`config.mk`:
```
export PLATFORM = sky130hd
export DESIGN_NAME = mem_access_unit
export DESIGN_NICKNAME = d
export VERILOG_FILES = /design/src/rtl/mem_access_unit_pkg.sv /design/src/rtl/mem_access_unit_load_extend.sv /design/src/rtl/mem_access_unit.sv
export SDC_FILE = /design/constraint.sdc
export NUM_CORES = 1
export LEC_CHECK = 0
export CORE_AREA = 8 8 125 127
export DETAILED_ROUTE_END_ITERATION = 6
export DIE_AREA = 0 0 133 135
export GPL_TIMING_DRIVEN = 0
export PLACE_DENSITY_LB_ADDON = 0.05
export SLEW_MARGIN = 10
export SYNTH_ARGS = -nofsm -noshare
export SYNTH_HDL_FRONTEND = slang
export SYNTH_SLANG_ARGS = --single-unit
export TNS_END_PERCENT = 20
```
`constraint.sdc`:
```
create_clock -name clk -period 1.95 [get_ports clk]
set_clock_uncertainty 0.1 [all_clocks]
set_input_delay 0.39 -clock clk [delete_from_list [all_inputs] [get_ports clk]]
set_output_delay 0.39 -clock clk [all_outputs]
set_load 0.05 [all_outputs]
```
`src/rtl/mem_access_unit_pkg.sv`:
```
// mem_access_unit_pkg: shared encodings, state type and lane helpers for the memory access unit
package mem_access_unit_pkg;

    localparam logic [2:0] F3_B  = 3'b000;
    localparam logic [2:0] F3_H  = 3'b001;
    localparam logic [2:0] F3_W  = 3'b010;
    localparam logic [2:0] F3_BU = 3'b100;
    localparam logic [2:0] F3_HU = 3'b101;

    localparam int DEF_TIMEOUT_CYCLES = 16;

    typedef enum logic {IDLE, BUSY} state_t;

    function automatic logic [3:0] byte_en(input logic [1:0] size, input logic [1:0] lane);
        return size == 2'b00 ? 4'b0001 << lane :
               size == 2'b01 ? (lane[1] ? 4'b1100 : 4'b0011) : 4'b1111;
    endfunction

    function automatic logic [31:0] store_lanes(input logic [1:0] size, input logic [31:0] wdata);
        return size == 2'b00 ? {4{wdata[7:0]}} :
               size == 2'b01 ? {2{wdata[15:0]}} : wdata;
    endfunction

endpackage

```
`src/rtl/mem_access_unit_load_extend.sv`:
```
// load_extend: picks the addressed byte/half of a read word and sign- or zero-extends it
module load_extend
    import mem_access_unit_pkg::*;
(
    input  logic [31:0] word,
    input  logic [1:0]  lane,
    input  logic [2:0]  funct3,
    output logic [31:0] data
);

    logic [7:0]  b;
    logic [15:0] h;
    logic        sx;

    // lane select, then extend by size; bit 2 of funct3 marks the unsigned variants
    always_comb begin
        b    = word[8*lane +: 8];
        h    = lane[1] ? word[31:16] : word[15:0];
        sx   = ~funct3[2];
        data = funct3[1:0] == 2'b00 ? {{24{sx & b[7]}}, b} :
               funct3[1:0] == 2'b01 ? {{16{sx & h[15]}}, h} : word;
    end

endmodule

```
`src/rtl/mem_access_unit.sv`:
```
// mem_access_unit: two-state load/store sequencer between the EX/MEM stage and a ready-handshake memory
module mem_access_unit
    import mem_access_unit_pkg::*;
#(
    parameter int TIMEOUT_CYCLES = DEF_TIMEOUT_CYCLES
) (
    input  logic        clk,
    input  logic        rst,
    input  logic        valid_i,
    input  logic        MemRead_i,
    input  logic        MemWrite_i,
    input  logic [2:0]  funct3_i,
    input  logic [31:0] addr_i,
    input  logic [31:0] wdata_i,
    output logic        stall_o,
    output logic [31:0] rdata_o,
    output logic        done_o,
    output logic        misalign_o,
    output logic        err_o,
    output logic        mem_req_o,
    output logic        mem_we_o,
    output logic [31:0] mem_addr_o,
    output logic [3:0]  mem_be_o,
    output logic [31:0] mem_wdata_o,
    input  logic [31:0] mem_rdata_i,
    input  logic        mem_ready_i
);

    localparam int CW = $clog2(TIMEOUT_CYCLES + 1);

    state_t        state;
    logic [CW-1:0] cnt;
    logic [2:0]    f3_q;
    logic [1:0]    lane_q;
    logic [31:0]   ext;
    logic          start, legal, mis, accept;

    assign start  = valid_i & (MemRead_i | MemWrite_i);
    assign legal  = (funct3_i inside {F3_B, F3_H, F3_W}) | (~MemWrite_i & (funct3_i inside {F3_BU, F3_HU}));
    assign mis    = (funct3_i[1:0] == 2'b01 & addr_i[0]) | (funct3_i[1:0] == 2'b10 & |addr_i[1:0]);
    assign accept = state == IDLE & start & legal & ~mis;
    assign stall_o = accept | (state == BUSY & ~mem_ready_i);

    load_extend u_ext (
        .word   (mem_rdata_i),
        .lane   (lane_q),
        .funct3 (f3_q),
        .data   (ext)
    );

    // request sequencing: capture on accept, hold while busy, retire on ready or timeout
    always_ff @(posedge clk) begin
        if (rst) begin
            state       <= IDLE;
            cnt         <= '0;
            f3_q        <= '0;
            lane_q      <= '0;
            rdata_o     <= '0;
            done_o      <= 1'b0;
            misalign_o  <= 1'b0;
            err_o       <= 1'b0;
            mem_req_o   <= 1'b0;
            mem_we_o    <= 1'b0;
            mem_addr_o  <= '0;
            mem_be_o    <= '0;
            mem_wdata_o <= '0;
        end else begin
            done_o     <= 1'b0;
            misalign_o <= 1'b0;
            err_o      <= 1'b0;
            if (state == IDLE) begin
                if (accept) begin
                    state       <= BUSY;
                    cnt         <= '0;
                    f3_q        <= funct3_i;
                    lane_q      <= addr_i[1:0];
                    mem_req_o   <= 1'b1;
                    mem_we_o    <= MemWrite_i;
                    mem_addr_o  <= {addr_i[31:2], 2'b00};
                    mem_be_o    <= byte_en(funct3_i[1:0], addr_i[1:0]);
                    mem_wdata_o <= store_lanes(funct3_i[1:0], wdata_i);
                end else if (start & ~legal) begin
                    err_o <= 1'b1;
                end else if (start & mis) begin
                    misalign_o <= 1'b1;
                end
            end else if (mem_ready_i | cnt == CW'(TIMEOUT_CYCLES - 1)) begin
                state       <= IDLE;
                done_o      <= mem_ready_i;
                err_o       <= ~mem_ready_i;
                rdata_o     <= ~mem_ready_i ? '0 : mem_we_o ? rdata_o : ext;
                mem_req_o   <= 1'b0;
                mem_we_o    <= 1'b0;
                mem_be_o    <= '0;
            end else begin
                cnt <= cnt + 1'b1;
            end
        end
    end

endmodule

```
==> results.txt <==
- Once placement finished, the instance area stood at roughly 7500 um^2.
* Maximum number of pins on one net before global-route repair: 17
* Distinct cells, synth: 49
* Clock network latency to the later pin of the worst-skew pair: roughly 420 ps
- Comb pwr share: between 10% and 20%
- Leakage component of the power: about 3.5 nW
* Non-filler cells, final: 1,012
- Power density relative to cell area: ~910 nW/um^2
- After technology mapping, the gate count stands at between 500 and 600.
- After floorplanning, the core was divided into between 40 and 50 placement rows.
- Most instantiated library cell after synthesis: sky130_fd_sc_hd__dfxtp_1
- Post-synthesis adder-cell area fraction: 0.4845%
- In this run the register-to-register setup slack is roughly 40 ps.
- Floorplan core area: approximately 14,000 um^2
- Averaged over all synthesized cells, the footprint is ~8.9 um^2.
- GPL Wtd Cong: about 0.84
* Synth Area in Simple Gates: between 10% and 20%
* Global-route total usage across every layer: 21.78%
* Xor/xnor share of the synthesized area: less than 1%
- Data arrival time at the worst-slack endpoint: between 1500 and 2000 ps
* Share of cell area taken by muxes after synthesis: under 10%
- Crit-path cells: clkdlybuf4s50_1 > o2111a_1 > buf_6 > buf_8 > nand2_8 > o21ai_4 > buf_8
- The first global-routing pass estimated roughly 31,000 um of wire.
- Area growth syn-to-layout: 62.09%
- The most used flip-flop cell after synthesis is sky130_fd_sc_hd__dfxtp_1.
* Result of the run: finished, violations left
* Cell type group with the largest total delay on the critical path: buffers and inverters
* # placed instances: between 900 and 1,000
- TritonCTS buffer count: 17
* Max_slew headroom: roughly three fifths
- The longest clock path from root to sink contains 2 buffers.
- Along the worst path, the maximum fanout reaches 3.
- Number of H-tree branching levels: 4
- Seq pwr share: between 30% and 40%
- The worst setup path is captured at an output port.
- TritonCTS built the clock tree.
- Summing over every cut layer, the via total after detailed routing is approximately 5,700.
* Post-DR wirelength/cell: between 15 and 20 um
* Share of synthesized flip-flops with an asynchronous set or reset: 0%
- Of the synthesized area, sequential elements account for between 40% and 50%.
- Cell internal power was estimated by the tool at between 0.005 and 0.006 W.
- After the last flow step, the layout net total stands at about 930.
* Remaining global-route overflow: 0
* Final setup violation count: 11
- Share of the clock period used by the worst path: 109.5%
- Number of global-route vias before repair: roughly 5,500
* Total routed wirelength: roughly 20,000 um
- The tree built by TritonCTS fans out to about 110 sinks.
- Biggest area contributors in the synthesized netlist: sky130_fd_sc_hd__dfxtp_1, sky130_fd_sc_hd__o21ai_0, sky130_fd_sc_hd__a21oi_1
- Total DRC errors in the routed layout: 0
- For this run, the slowest stage of the critical path takes roughly 500 ps.
* Crit path required time: about 1500 ps
- At the pin with the least slew margin, the transition time is about 600 ps.
- Detailed placement ended at an HPWL of between 10,000 and 15,000 um.
- Unrepaired setup endpoints after global routing: yes
- Sw Share: 26.32%
- Pin placement for this block handled around 210 I/O pins.
* Number of DRC markers in iteration 0: ~510
* Type of the most critical hold path: primary input to flop
- For this configuration, the core starts out at a cell density of between 30% and 40%.
* Root buffer selected by CTS: sky130_fd_sc_hd__clkbuf_16
- Derived from the worst setup path, the maximum achievable clock frequency is between 0.4 and 0.5 GHz.
- For this design, the CTS-stage hold fixing added 0 buffers.
- In the final layout, the share of cells above drive strength 1 is approximately an eighth.
* Finished layout cell area: between 8000 and 9000 um^2
- Largest vdd supply drop: between 700 and 800 uV
* Compound-gate portion of the synthesized area: roughly 29%
* Total buffers and inverters traversed by the critical path: 4
- Die ar.: approximately 18,000 um^2
* Number of antenna violations at the first check in global routing: 0
- Combined area of all synthesized cells: around 5200 um^2
* Worst setup margin: -186.1 ps
- Reg clk slew, reported paths: 50 ps
- On the critical path, the stage with the largest delay is an instance of sky130_fd_sc_hd__clkdlybuf4s50_1.
* Post-detailed-route count of antenna-violating nets: 0
- After synthesis, the largest area contributor takes up between 40 and 50% of total cell area.
- Setup Slack @ Placement: -1855 ps
- The worst setup path is launched from a primary input.
* Part of the total power dissipated in the clock network: between 50% and 60%
- The checks that failed: negative setup slack.
* Number of enable flip-flop cells after synthesis: 0
- Overall die height: between 100 and 150 um
* Port Buf Inserts: a little over 200
- The critical path in this run is classified as primary input to output port.
* Leading post-synthesis cells by instance count: sky130_fd_sc_hd__dfxtp_1, sky130_fd_sc_hd__o21ai_0, sky130_fd_sc_hd__a21oi_1
* Via count normalized by instance count: around 5.6
- Synthesis warning total: 0
- In this run the horizontal extent of the chip is approximately 130 um.
- After synthesis, the largest family of logic cells by area is compound AO/OA/AOI/OAI gates.
* Clock period minus final worst setup slack: roughly 2100 ps
- Cell type with the largest total area after synthesis: sky130_fd_sc_hd__dfxtp_1
* Antenna cell count: 0
- Count of TritonRoute iterations in the first routing pass: 7
* Hold violation total from the final report: 0
- The total count of max-transition violations in the final report came to 0.
- In this run the power spent charging and discharging nets is ~0.002 W.
- Max capacitance violation total: 0
- In this design, the critical path's most frequently occurring cell is sky130_fd_sc_hd__buf_8.
- Synthesis inferred 114 register bits.
per-layer routing:
metal	track usage, %	wire [um]	part of all wire [%]
met3	7.689	1817	9.0
met4	7.886	386	1.9
met5	0	0	0
met1	26.50	8539	42
met2	34.77	9490	47
layout make-up:
| cell class | instances | area [um^2] |
|---|---|---|
| clock inverter | 13 | 279.0 |
| buffer | 63 | 331.6 |
| tap | 180 | 225.2 |
| inverter | 13 | 52.55 |
| clock buffer | 19 | 452.9 |
| multi-input combinational | 390 | 2694 |
| timing repair buffer | 220 | 2043 |
| sequential | 114 | 2293 |
| fill | 1218 | 5240 |
timing repair:
| action | CTS | global route |
|---|---|---|
| pin swaps | 5 | 8 |
| cloned | 1 | 0 |
| setup endpoints to repair | 214 | 88 |
| resized for setup | 162 | 24 |
| buffers inserted | 10 | 2 |
cells in the final DEF (no fill, tap or decap), types with 4 or more instances in the layout:
cell type | Yosys | routed
sky130_fd_sc_hd__a221o_1 | 23 | 23
sky130_fd_sc_hd__o2bb2ai_1 | 7 | 5
sky130_fd_sc_hd__clkinvlp_4 | 0 | 5
sky130_fd_sc_hd__nand3_1 | 43 | 43
sky130_fd_sc_hd__clkbuf_2 | 0 | 8
sky130_fd_sc_hd__o21ai_0 | 71 | 69
sky130_fd_sc_hd__nor3_1 | 11 | 11
sky130_fd_sc_hd__nor2_1 | 10 | 9
sky130_fd_sc_hd__nand2_1 | 24 | 23
sky130_fd_sc_hd__bufinv_16 | 0 | 8
sky130_fd_sc_hd__a311oi_1 | 8 | 8
sky130_fd_sc_hd__o22ai_1 | 17 | 16
sky130_fd_sc_hd__dlygate4sd2_1 | 0 | 109
sky130_fd_sc_hd__nand4b_1 | 9 | 9
sky130_fd_sc_hd__a211oi_1 | 8 | 8
sky130_fd_sc_hd__mux4_2 | 7 | 7
sky130_fd_sc_hd__clkdlybuf4s50_1 | 0 | 95
sky130_fd_sc_hd__mux2i_1 | 19 | 19
sky130_fd_sc_hd__nand2b_1 | 11 | 11
sky130_fd_sc_hd__buf_2 | 13 | 7
sky130_fd_sc_hd__a22o_1 | 10 | 10
sky130_fd_sc_hd__a2bb2oi_1 | 8 | 8
sky130_fd_sc_hd__buf_4 | 3 | 17
sky130_fd_sc_hd__clkbuf_1 | 45 | 34
sky130_fd_sc_hd__inv_1 | 12 | 11
sky130_fd_sc_hd__clkbuf_16 | 0 | 17
sky130_fd_sc_hd__dfxtp_1 | 114 | 111
sky130_fd_sc_hd__buf_8 | 0 | 4
sky130_fd_sc_hd__a21oi_1 | 65 | 64
power by group through the flow:
stage	clock network [W]	logic (W)	registers, W
after floorplan	0	0.000444	0.00280
after global placement	0	0.00129	0.00251
after detailed placement	0	0.00130	0.00252
after CTS	0.00389	0.00130	0.00247
after global routing	0.00400	0.00140	0.00247
final	0.00388	0.00132	0.00246
logic make-up after synthesis:
| kind of cell | Yosys count |
|---|---|
| muxes | 28 |
| other | 1 |
| buffers and inverters | 77 |
| DFF | 114 |
| and+or+nand+nor | 123 |
| adders and majority gates | 2 |
| AOI/OAI and AO/OA | 232 |
| xor gates and xnor gates | 3 |
registers in the layout (all words and copies together), names as in the netlist:
register and flops:
cnt 5, done_o 1, err_o 1, f3_q 3
lane_q 2, mem_addr_o 30, mem_be_o 4, mem_req_o 1
mem_wdata_o 32, mem_we_o 1, misalign_o 1, rdata_o 32
state 1
tightest hold or removal path, delay by kind of cell:
kind	cells	cell delay, ps
buffers and inverters	1	170
AND/OR/NAND/NOR	2	120
worst paths after layout:
path	from	end	cells past startpoint
setup / recovery	MemRead_i	stall_o	7
hold / removal	mem_ready_i	done_o	3
setup reg to reg	cnt[1]	rdata_o[14]	9
hold reg to reg	rdata_o[5]	rdata_o[5]	1
stage by stage:
step / hold slack, ps / utilization [%] / setup TNS (ps) / power [W]
after floorplan: 348.7 / - / 0 / 0.003243
after global placement: 349.4 / 54.93 / -70570 / 0.003808
after detailed placement: 349.9 / 54.93 / -70740 / 0.003817
after CTS: 199.9 / 61.09 / -669.1 / 0.007655
after global routing: 210.5 / 61.50 / -2481 / 0.007874
final: 200.4 / 61.50 / -644.9 / 0.007654
(Power assumes the default switching activity.)
